==> config.mk <==
export PLATFORM = sky130hd
export DESIGN_NAME = instruction_fetch
export DESIGN_NICKNAME = d
export VERILOG_FILES = /design/src/rtl/fetch_pkg.sv /design/src/rtl/fetch_fifo.sv /design/src/rtl/instruction_fetch.sv
export SDC_FILE = /design/constraint.sdc
export NUM_CORES = 1
export LEC_CHECK = 0
export ABC_CLOCK_PERIOD_IN_PS = 4400
export CAP_MARGIN = 20
export CORE_ASPECT_RATIO = 2
export CORE_MARGIN = 2
export CORE_UTILIZATION = 55
export DETAILED_ROUTE_END_ITERATION = 16
export GPL_TIMING_DRIVEN = 0
export PLACE_DENSITY = 0.81
export SYNTH_ARGS = -nofsm -noshare
export SYNTH_HDL_FRONTEND = slang
export SYNTH_SLANG_ARGS = --single-unit
==> constraint.sdc <==
create_clock -name Clock -period 4.4 [get_ports Clock]
set_input_delay 0.44 -clock Clock [delete_from_list [all_inputs] [get_ports Clock]]
set_output_delay 0.44 -clock Clock [all_outputs]
set_load 0.05 [all_outputs]
==> src/rtl/fetch_pkg.sv <==
// Shared types and constants for the instruction fetch stage.
package fetch_pkg;

   localparam int unsigned ADDR_W        = 16;
   localparam int unsigned FETCH_INSTR_W = 16;

   typedef enum logic {
      RUN   = 1'b0,
      FLUSH = 1'b1
   } fetch_state_t;

   typedef struct packed {
      logic [ADDR_W-1:0]        addr;
      logic [FETCH_INSTR_W-1:0] instr;
   } fetch_entry_t;

endpackage

==> src/rtl/fetch_fifo.sv <==
// Small power-of-two FIFO holding fetched {addr, instr} entries for decode.
module fetch_fifo
   import fetch_pkg::*;
#(
   parameter int unsigned DEPTH   = 4,
   parameter type         entry_t = fetch_entry_t
) (
   input  logic                   clk,
   input  logic                   rst_n,
   input  logic                   push,
   input  entry_t                 push_data,
   input  logic                   pop,
   input  logic                   clear,
   output logic [$clog2(DEPTH):0] count,
   output logic                   valid,
   output entry_t                 head
);

   localparam int unsigned PTR_W = $clog2(DEPTH);
   localparam int unsigned CNT_W = PTR_W + 1;

   entry_t             mem_q [DEPTH];
   entry_t             mem_d [DEPTH];
   logic [PTR_W-1:0]   wr_ptr_q, wr_ptr_d;
   logic [PTR_W-1:0]   rd_ptr_q, rd_ptr_d;
   logic [CNT_W-1:0]   count_q, count_d;
   logic               do_pop;

   // Clear wins over push/pop; a pop on empty is dropped.
   always_comb begin
      mem_d    = mem_q;
      wr_ptr_d = wr_ptr_q;
      rd_ptr_d = rd_ptr_q;
      count_d  = count_q;
      do_pop   = pop && (count_q != '0);
      if (clear) begin
         wr_ptr_d = '0;
         rd_ptr_d = '0;
         count_d  = '0;
      end else begin
         if (push) begin
            mem_d[wr_ptr_q] = push_data;
            wr_ptr_d        = wr_ptr_q + PTR_W'(1);
         end
         if (do_pop) begin
            rd_ptr_d = rd_ptr_q + PTR_W'(1);
         end
         count_d = count_q + CNT_W'(push) - CNT_W'(do_pop);
      end
   end

   always_ff @(posedge clk) begin
      if (!rst_n) begin
         mem_q    <= '{default: '0};
         wr_ptr_q <= '0;
         rd_ptr_q <= '0;
         count_q  <= '0;
      end else begin
         mem_q    <= mem_d;
         wr_ptr_q <= wr_ptr_d;
         rd_ptr_q <= rd_ptr_d;
         count_q  <= count_d;
      end
   end

   assign count = count_q;
   assign valid = (count_q != '0);
   assign head  = mem_q[rd_ptr_q];

endmodule

==> src/rtl/instruction_fetch.sv <==
// Fetch stage: issues PC-driven reads, buffers responses, freezes or redirects the PC.
module instruction_fetch
   import fetch_pkg::*;
#(
   parameter int unsigned DEPTH   = 4,
   parameter int unsigned INSTR_W = 16
) (
   input  logic                     Clock,
   input  logic                     Reset,
   input  logic signed [ADDR_W-1:0] CounterValue,
   output logic signed [ADDR_W-1:0] LoadValue,
   output logic                     LoadEnable,
   output logic [ADDR_W-1:0]        MemAddress,
   output logic                     MemReadEnable,
   input  logic [INSTR_W-1:0]       MemData,
   output logic                     InstrValid,
   output logic [INSTR_W-1:0]       InstrData,
   output logic [ADDR_W-1:0]        InstrAddress,
   input  logic                     InstrReady,
   input  logic                     RedirectValid,
   input  logic signed [8:0]        RedirectOffset
);

   localparam int unsigned CNT_W = $clog2(DEPTH) + 1;
   localparam int unsigned SUM_W = CNT_W + 1;

   typedef struct packed {
      logic [ADDR_W-1:0]  addr;
      logic [INSTR_W-1:0] instr;
   } entry_t;

   fetch_state_t        state_q, state_d;
   logic                inflight_q, inflight_d;
   logic [ADDR_W-1:0]   issued_addr_q, issued_addr_d;

   logic [CNT_W-1:0]    fifo_count;
   logic                fifo_valid;
   entry_t              fifo_head;
   entry_t              push_data;
   logic                fifo_push, fifo_pop, fifo_clear;
   logic                redirect, can_issue;
   logic [ADDR_W-1:0]   target;

   // Space check counts the outstanding read; a same-cycle pop never frees room.
   assign can_issue = (SUM_W'(fifo_count) + SUM_W'(inflight_q)) < SUM_W'(DEPTH);
   assign redirect  = (state_q == RUN) && RedirectValid && fifo_valid;
   assign target    = fifo_head.addr + ADDR_W'(RedirectOffset);
   assign push_data = '{addr: issued_addr_q, instr: MemData};

   always_comb begin
      state_d       = state_q;
      inflight_d    = 1'b0;
      issued_addr_d = issued_addr_q;
      LoadEnable    = 1'b0;
      LoadValue     = '0;
      MemReadEnable = 1'b0;
      MemAddress    = '0;
      fifo_push     = 1'b0;
      fifo_pop      = 1'b0;
      fifo_clear    = 1'b0;
      if (Reset) begin
         case (state_q)
            FLUSH: begin
               LoadEnable = 1'b1;
               LoadValue  = CounterValue;
               state_d    = RUN;
            end
            RUN: begin
               if (redirect) begin
                  LoadEnable = 1'b1;
                  LoadValue  = $signed(target);
                  fifo_clear = 1'b1;
                  state_d    = FLUSH;
               end else begin
                  fifo_push = inflight_q;
                  fifo_pop  = fifo_valid && InstrReady;
                  if (can_issue) begin
                     MemReadEnable = 1'b1;
                     MemAddress    = $unsigned(CounterValue);
                     inflight_d    = 1'b1;
                     issued_addr_d = $unsigned(CounterValue);
                  end else begin
                     // Freeze the PC so no address is skipped while the buffer is full.
                     LoadEnable = 1'b1;
                     LoadValue  = CounterValue;
                  end
               end
            end
            default: state_d = FLUSH;
         endcase
      end
   end

   always_ff @(posedge Clock) begin
      if (!Reset) begin
         state_q       <= FLUSH;
         inflight_q    <= 1'b0;
         issued_addr_q <= '0;
      end else begin
         state_q       <= state_d;
         inflight_q    <= inflight_d;
         issued_addr_q <= issued_addr_d;
      end
   end

   fetch_fifo #(
      .DEPTH   (DEPTH),
      .entry_t (entry_t)
   ) u_fifo (
      .clk       (Clock),
      .rst_n     (Reset),
      .push      (fifo_push),
      .push_data (push_data),
      .pop       (fifo_pop),
      .clear     (fifo_clear),
      .count     (fifo_count),
      .valid     (fifo_valid),
      .head      (fifo_head)
   );

   assign InstrValid   = fifo_valid;
   assign InstrData    = fifo_head.instr;
   assign InstrAddress = fifo_head.addr;

endmodule

; ---- Word level (Yosys, flattened, before mapping)
; Cells that the tools add are included.
[classes]
n_addsub = 6
multipliers = 0
n_div = 0
order_cmp = 4
n_eq_ne = 0
n_shift = 0
n_mux = 32
bitwise_logic = 6
reduce_logical = 9
[ops]
columns = op, count
row1 = $bwmux W128, 1
row2 = $mux W16, 7
row3 = $mux W32, 3
row4 = $bmux W32 S2, 1
row5 = $demux W32 S2, 1
row6 = $pmux W16 S2, 1
row7 = $add A16 B16 Y16, 1
row8 = $mux W1, 16
row9 = $ge A3 B3 Y1 const B, 2
row10 = $not A2 Y3, 2
row11 = $logic_and A1 B1 Y1, 5
row12 = $add A2 B1 Y2 const B, 2
row13 = $add A3 B1 Y4, 1
row14 = $lt A4 B3 Y1 const B, 1
row15 = $not A1 Y1, 4
row16 = $pmux W1 S2, 2
row17 = $add A3 B1 Y3, 1
row18 = $lt A3 B1 Y1 const B, 1
row19 = $reduce_and A3 Y1, 1
row20 = $reduce_bool A3 Y1, 1
row21 = $sub A3 B1 Y3, 1
row22 = $reduce_and A2 Y1, 1
row23 = $reduce_or A2 Y1, 1
[totals]
register_bits = 153
latch_bits = 0
mem_bits_rw = 0
romBits = 0
input_bits = 45
out_inout_bits = 67
elab_cells = 71
mem_count = 0

; ---- Logic depth before layout (Yosys ltp)
[depth]
word_depth = 8
ltp_mapped = 12
depth_no_buf = 10

; ---- Modules after synthesis
; From an unflattened synthesis, not the netlist that was laid out.
[hier_totals]
cells_unflattened = 884
area_unflattened_um2 = 7772.5
[by_module_without_submodules]
columns = module, instances, cells_per_inst, area_per_inst_um2, seq_area_each_um2
row1 = fetch_fifo, 1, 642, 6033.3, 2702.6
row2 = instruction_fetch, 1, 242, 1739.2, 360.3

; ---- Worst setup path before layout
; No wires, ideal clock.
[synth_path]
path_kind = register to output
start = register u_fifo.rd_ptr_q[0]
end = output LoadValue[14]
t_arrival_ns = 4.349
required_time_ns = 3.960
slack_ns = -0.389
stages_incl_launch_ff = 13
n_path_buf = 2
cell_sequence = dfxtp_1 -> clkbuf_1 -> buf_2 -> mux4_2 -> ha_1 -> fa_1 -> a211oi_1 -> o21ba_2 -> o311a_1 -> nand2_1 -> a31oi_1 -> xor2_1 -> o21ai_0
[synth_between]
elab_chain_cells = 8
[synth_rtl]
columns = element, line
row1 = "start, declared", fetch_fifo.sv:25  ; logic [PTR_W-1:0] rd_ptr_q, rd_ptr_d;
row2 = "start signal, assigned", fetch_fifo.sv:61  ; rd_ptr_q <= rd_ptr_d;
row3 = $not A2 Y3 (implied by the code), fetch_fifo.sv:68  ; assign head = mem_q[rd_ptr_q];
row4 = $bmux W32 S2, fetch_fifo.sv:68
row5 = $mux W32 (implied by the code) (2 in a row), fetch_fifo.sv:68
row6 = via InstrAddress[0], instruction_fetch.sv:18  ; output logic [ADDR_W-1:0] InstrAddress,
row7 = $add A16 B16 Y16, instruction_fetch.sv:47  ; assign target = fifo_head.addr + ADDR_W'(RedirectOffset);
row8 = $mux W16, instruction_fetch.sv:69  ; if (redirect) begin
row9 = $pmux W16 S2, instruction_fetch.sv:62  ; case (state_q)
row10 = $mux W16, instruction_fetch.sv:61  ; if (Reset) begin
row11 = "end, declared", instruction_fetch.sv:11  ; output logic signed [ADDR_W-1:0] LoadValue,
; The timed path passes the listed nets, and every way through them passes these cells. The select of a mux whose other input is x is not followed.

; ---- Worst setup path in the final report
[layout_path]
start = register u_fifo.rd_ptr_q[0]
end = output LoadValue[10]
[layout_between]
elab_chain_cells = 8
[layout_rtl]
columns = element, line
row1 = $not A2 Y3 (implied by the code), fetch_fifo.sv:68
row2 = $bmux W32 S2, fetch_fifo.sv:68
row3 = $mux W32 (implied by the code) (2 in a row), fetch_fifo.sv:68
row4 = $add A16 B16 Y16, instruction_fetch.sv:47
row5 = $mux W16, instruction_fetch.sv:69
row6 = $pmux W16 S2, instruction_fetch.sv:62
row7 = $mux W16, instruction_fetch.sv:61
; No other way between the ends. The select of a mux whose other input is x is not followed.

==> key figures <==
Worst setup path
  • Reg2reg end: u_fifo.count[1]$_SDFF_PP0_
  • R2R depth: 7
  • Worst Path Class, Setup: reg2out
  • Start of the worst register-to-register path: u_fifo.count[1]$_SDFF_PP0_
  • CP max-delay cell: mux4_2
  • CP max FO: 10
  • Crit end category: primary output
  • Crit-path cells: buf_12, mux4_2, ha_1, fa_2, a211oi_4, o21ba_2, o311a_1, xnor2_1, nand3_1, a21oi_1, buf_4
  • Data required, critical path: just under 4000 ps
  • Critical Path AT: between 3000 and 4000 ps
  • CP Launch Type: flop
  • Reg2reg setup slack: between 1500 and 2000 ps
  • Delay of the slowest cell on the worst path: 550 ps

Die
  • Die Y: 169 microns
  • Core Area: between 0.01 and 0.015 sq mm
  • DIE WIDTH: a little under 90 microns
  • I/O pin count: between 100 and 150
  • Rows: 60
  • Die area: about 0.015 sq mm
  • Initial core utilization: 56.0%

Placed design
  • GPL Wtd Cong: 0.922
  • DPL Wire Length: about 15,000 microns
  • I/O Buffers: between 100 and 150
  • Place WS: -990 ps

STA
  • Hold Vio Cnt, Final: 0
  • # setup viols final: 0
  • Highest Clock Rate: 236 MHz
  • Part of the cycle the worst path needs: a little over nine tenths
  • Slew Limit Fails: 0
  • Final clock skew: about 10 ps
  • Unrepaired setup endpoints after global routing: yes
  • Hold slack: around 450 ps
  • Worst Setup Slack, final: roughly 160 ps
  • Total negative setup slack: 0 ps
  • Slew margin rel.: between 40% and 50%
  • Worst Tran Pin Value: around 860 ps
  • Min Tclk post-route: around 4200 ps

GRT
  • Tot GR Track Use: between 20 and 30%
  • Met1 GRT Util: a little under a third
  • Grt peak-use layer: met2
  • Met2 global-route usage: 56.3%
  • Initial antenna violation count: 0
  • Largest net degree at the start of global routing: 17
  • Number of global-route vias before repair: approximately 6,800
  • Met3 GRT Util: 4.18%
  • First-pass GRT wire length: roughly 34,000 microns
  • Gr ovfl total: 0

Clock tree
  • TritonCTS buffer count: 17
  • Clk sink count: around 150
  • Post-CTS Setup Inserts: 0
  • Worst skew pair latency: between 400 and 500 ps
  • CTS tree: built
  • Root buffer cell: clkbuf_16
  • Htree depth: 4
  • Longest Clk Path Bufs: 2
  • Hold buffer count at CTS: 0
  • Clock transition at path regs: about 60 ps

Routing
  • TritonRoute pass-1 iters: 7
  • Via count: about 6,600
  • DR DRC count: 0
  • ANT nets after route: 0
  • WL/cell: 19.1 microns
  • Initial drt markers: 430
  • Routed wire length: about 22,000 microns
  • Via-per-instance ratio: approximately 6

Synth
  • Synthesized Nets: 900
  • Register bit total from synthesis: roughly 150
  • Syn avg cell area: between 9 and 10 sq um
  • EDFF count, synth: 0
  • Async S/R FF share, synth: 0%
  • Synth Warn #: 0
  • Mapped Area: 0.00752 sq mm
  • Top FF cell, synth: dfxtp_1
  • Post-Syn Instances: a little over 800
  • Sequential cell area fraction in the yosys report: between 40% and 50%
  • Synth cell types: 53

Hold path
  • Hold_sp: u_fifo.mem_q[4]$_SDFFE_PN0P_
  • Worst min-delay path class: reg2reg
  • Worst Hold Path EP: u_fifo.mem_q[4]$_SDFFE_PN0P_
  • Hold depth: 2

Layout
  • N_diodes: 0
  • Storage element area: approximately 0.003 sq mm
  • Nets: 1,027
  • Multi-input logic area: roughly 0.0041 sq mm
  • Share of cells above drive strength 1: between 10 and 15%
  • Area growth syn-to-layout: 25.5%
  • Filler cells: ~1,100

Power
  • Pwr dens: 345 mW/mm^2
  • Worst-case vdd ir drop: ~0.29 mV
  • Leak: approximately 3.5 nW

Job
  • Max cap viols: 0

Status
  • Status: complete, no violations
-- worst max-delay path: cells and delay by family (launching register included) --
kind,cells,cell delay [ps]
muxes,1,550
AOI/OAI and AO/OA,4,910
buffers and inverters,2,400
adders and majority gates,2,670
xor gates and xnor gates,1,280
DFF,1,450
and+or+nand+nor,1,130
-- worst max-delay path by stage --
stage / endpoint / slack, ps / start
2_1_floorplan: LoadValue[14] / -10 / u_fifo.rd_ptr_q[0]$_SDFFE_PP0P_
3_3_place_gp: LoadValue[8] / -1000 / u_fifo.rd_ptr_q[0]$_SDFFE_PP0P_
3_5_place_dp: LoadValue[8] / -990 / u_fifo.rd_ptr_q[0]$_SDFFE_PP0P_
4_1_cts: LoadValue[8] / -90 / u_fifo.rd_ptr_q[0]$_SDFFE_PP0P_
5_1_grt: LoadValue[9] / -7 / u_fifo.rd_ptr_q[0]$_SDFFE_PP0P_
6_report: LoadValue[10] / 160 / u_fifo.rd_ptr_q[0]$_SDFFE_PP0P_
-- synthesized netlist by cell type (7+ instances only) --
library cell,number,area (sq um)
mux4_2,32,721
a21oi_1,11,55.1
a21boi_1,99,743
o21ai_0,14,70.1
inv_1,8,30.0
a21boi_0,26,195
nand2_1,277,1040
buf_4,7,52.6
ha_1,22,275
clkbuf_1,28,105
buf_6,11,124
and2_1,21,131
buf_2,9,45.0
dfxtp_1,153,3060
nor2_1,8,30.0
nor2b_1,7,43.8
xnor2_1,10,87.6
a22oi_1,7,52.6
xor2_1,8,70.1
a21o_1,21,158
-- power by group --
group | switching [mW] | internal (mW) | leakage [nW]
sequential | 0.0268 | 1.41 | 1.24
clock | 0.587 | 0.855 | 0.291
combinational | 0.228 | 0.152 | 2.00
-- cells in the final DEF, fill, tap and decap left out, types with 2 or more instances in the layout --
| cell type | count |
|---|---|
| nand3_1 | 4 |
| a31oi_1 | 4 |
| a21boi_0 | 26 |
| bufinv_16 | 2 |
| buf_4 | 10 |
| nand2_1 | 277 |
| buf_2 | 9 |
| clkinv_2 | 3 |
| xnor2_1 | 10 |
| nor2b_1 | 6 |
| clkbuf_16 | 17 |
| nor2_1 | 8 |
| mux4_2 | 32 |
| clkbuf_1 | 25 |
| nor3_1 | 3 |
| and3_1 | 3 |
| buf_6 | 12 |
| clkinv_4 | 4 |
| a21boi_1 | 99 |
| o21ai_0 | 8 |
| clkdlybuf4s50_1 | 98 |
| a21boi_2 | 4 |
| inv_1 | 8 |
| a22oi_1 | 7 |
| a21oi_1 | 10 |
| ha_1 | 22 |
| dlygate4sd2_1 | 4 |
| and2_1 | 21 |
| dfxtp_1 | 151 |
| nor3b_2 | 2 |
| inv_2 | 2 |
| a21o_1 | 21 |
| o21ai_1 | 6 |
| inv_6 | 4 |
| clkbuf_4 | 2 |
| xor2_1 | 8 |
-- registers in the layout (all words and copies together) (netlist names) --
signal and count:
u_fifo.count 3, state_q 1, issued_addr_q 16, inflight_q 1, u_fifo.wr_ptr_q 2, u_fifo.rd_ptr_q 2
u_fifo.mem_q 128
-- cell type report --
type / count / area share [%]
Clock inverter: 13 / 1.54
Tap cell: 155 / 2.05
Buffer: 55 / 3.76
Sequential cell: 153 / 32.5
Inverter: 10 / 0.398
Multi-Input combinational cell: 611 / 43.7
Timing Repair Buffer: 110 / 11.4
Clock buffer: 18 / 4.65
-- metrics by stage --
stage | area (sq um) | std cells | util (%) | power, mW
floorplan | 7520 | 831 | - | 1.69
global placement | 8820 | 1096 | 65.6 | 1.84
detailed placement | 8820 | 1096 | 65.6 | 1.84
CTS | 9420 | 1125 | 70.1 | 3.26
global route | 9440 | 1125 | 70.2 | 3.35
finish | 9440 | 1125 | 70.2 | 3.26
-- cell families (layout without fill, tap and decap cells) --
logic type                 after synthesis  count (layout)  synth area share, %
AOI/OAI and AO/OA                      202             202                 19.7
DFF                                    153             153                 40.7
and+or+nand+nor                        334             334                 18.6
adders and majority gates               24              24                 4.19
muxes                                   33              33                 9.72
buffers and inverters                   67             206                 4.94
xor gates and xnor gates                18              18                 2.10
-- repair_timing --
item,CTS,global route
pin swaps,0,1
hold endpoints to repair,0,0
gates resized for setup,46,16
endpoints found under the setup margin,15,10
-- metal layers --
| metal | wire [microns] | vias up |
|---|---|---|
| li1 | - | 3091 |
| met1 | 7500 | 3237 |
| met2 | 12000 | 244 |
| met3 | 1040 | 60 |
| met4 | 986 | 0 |
| met5 | 0 | - |
Power figures use the tool's default switching activity.
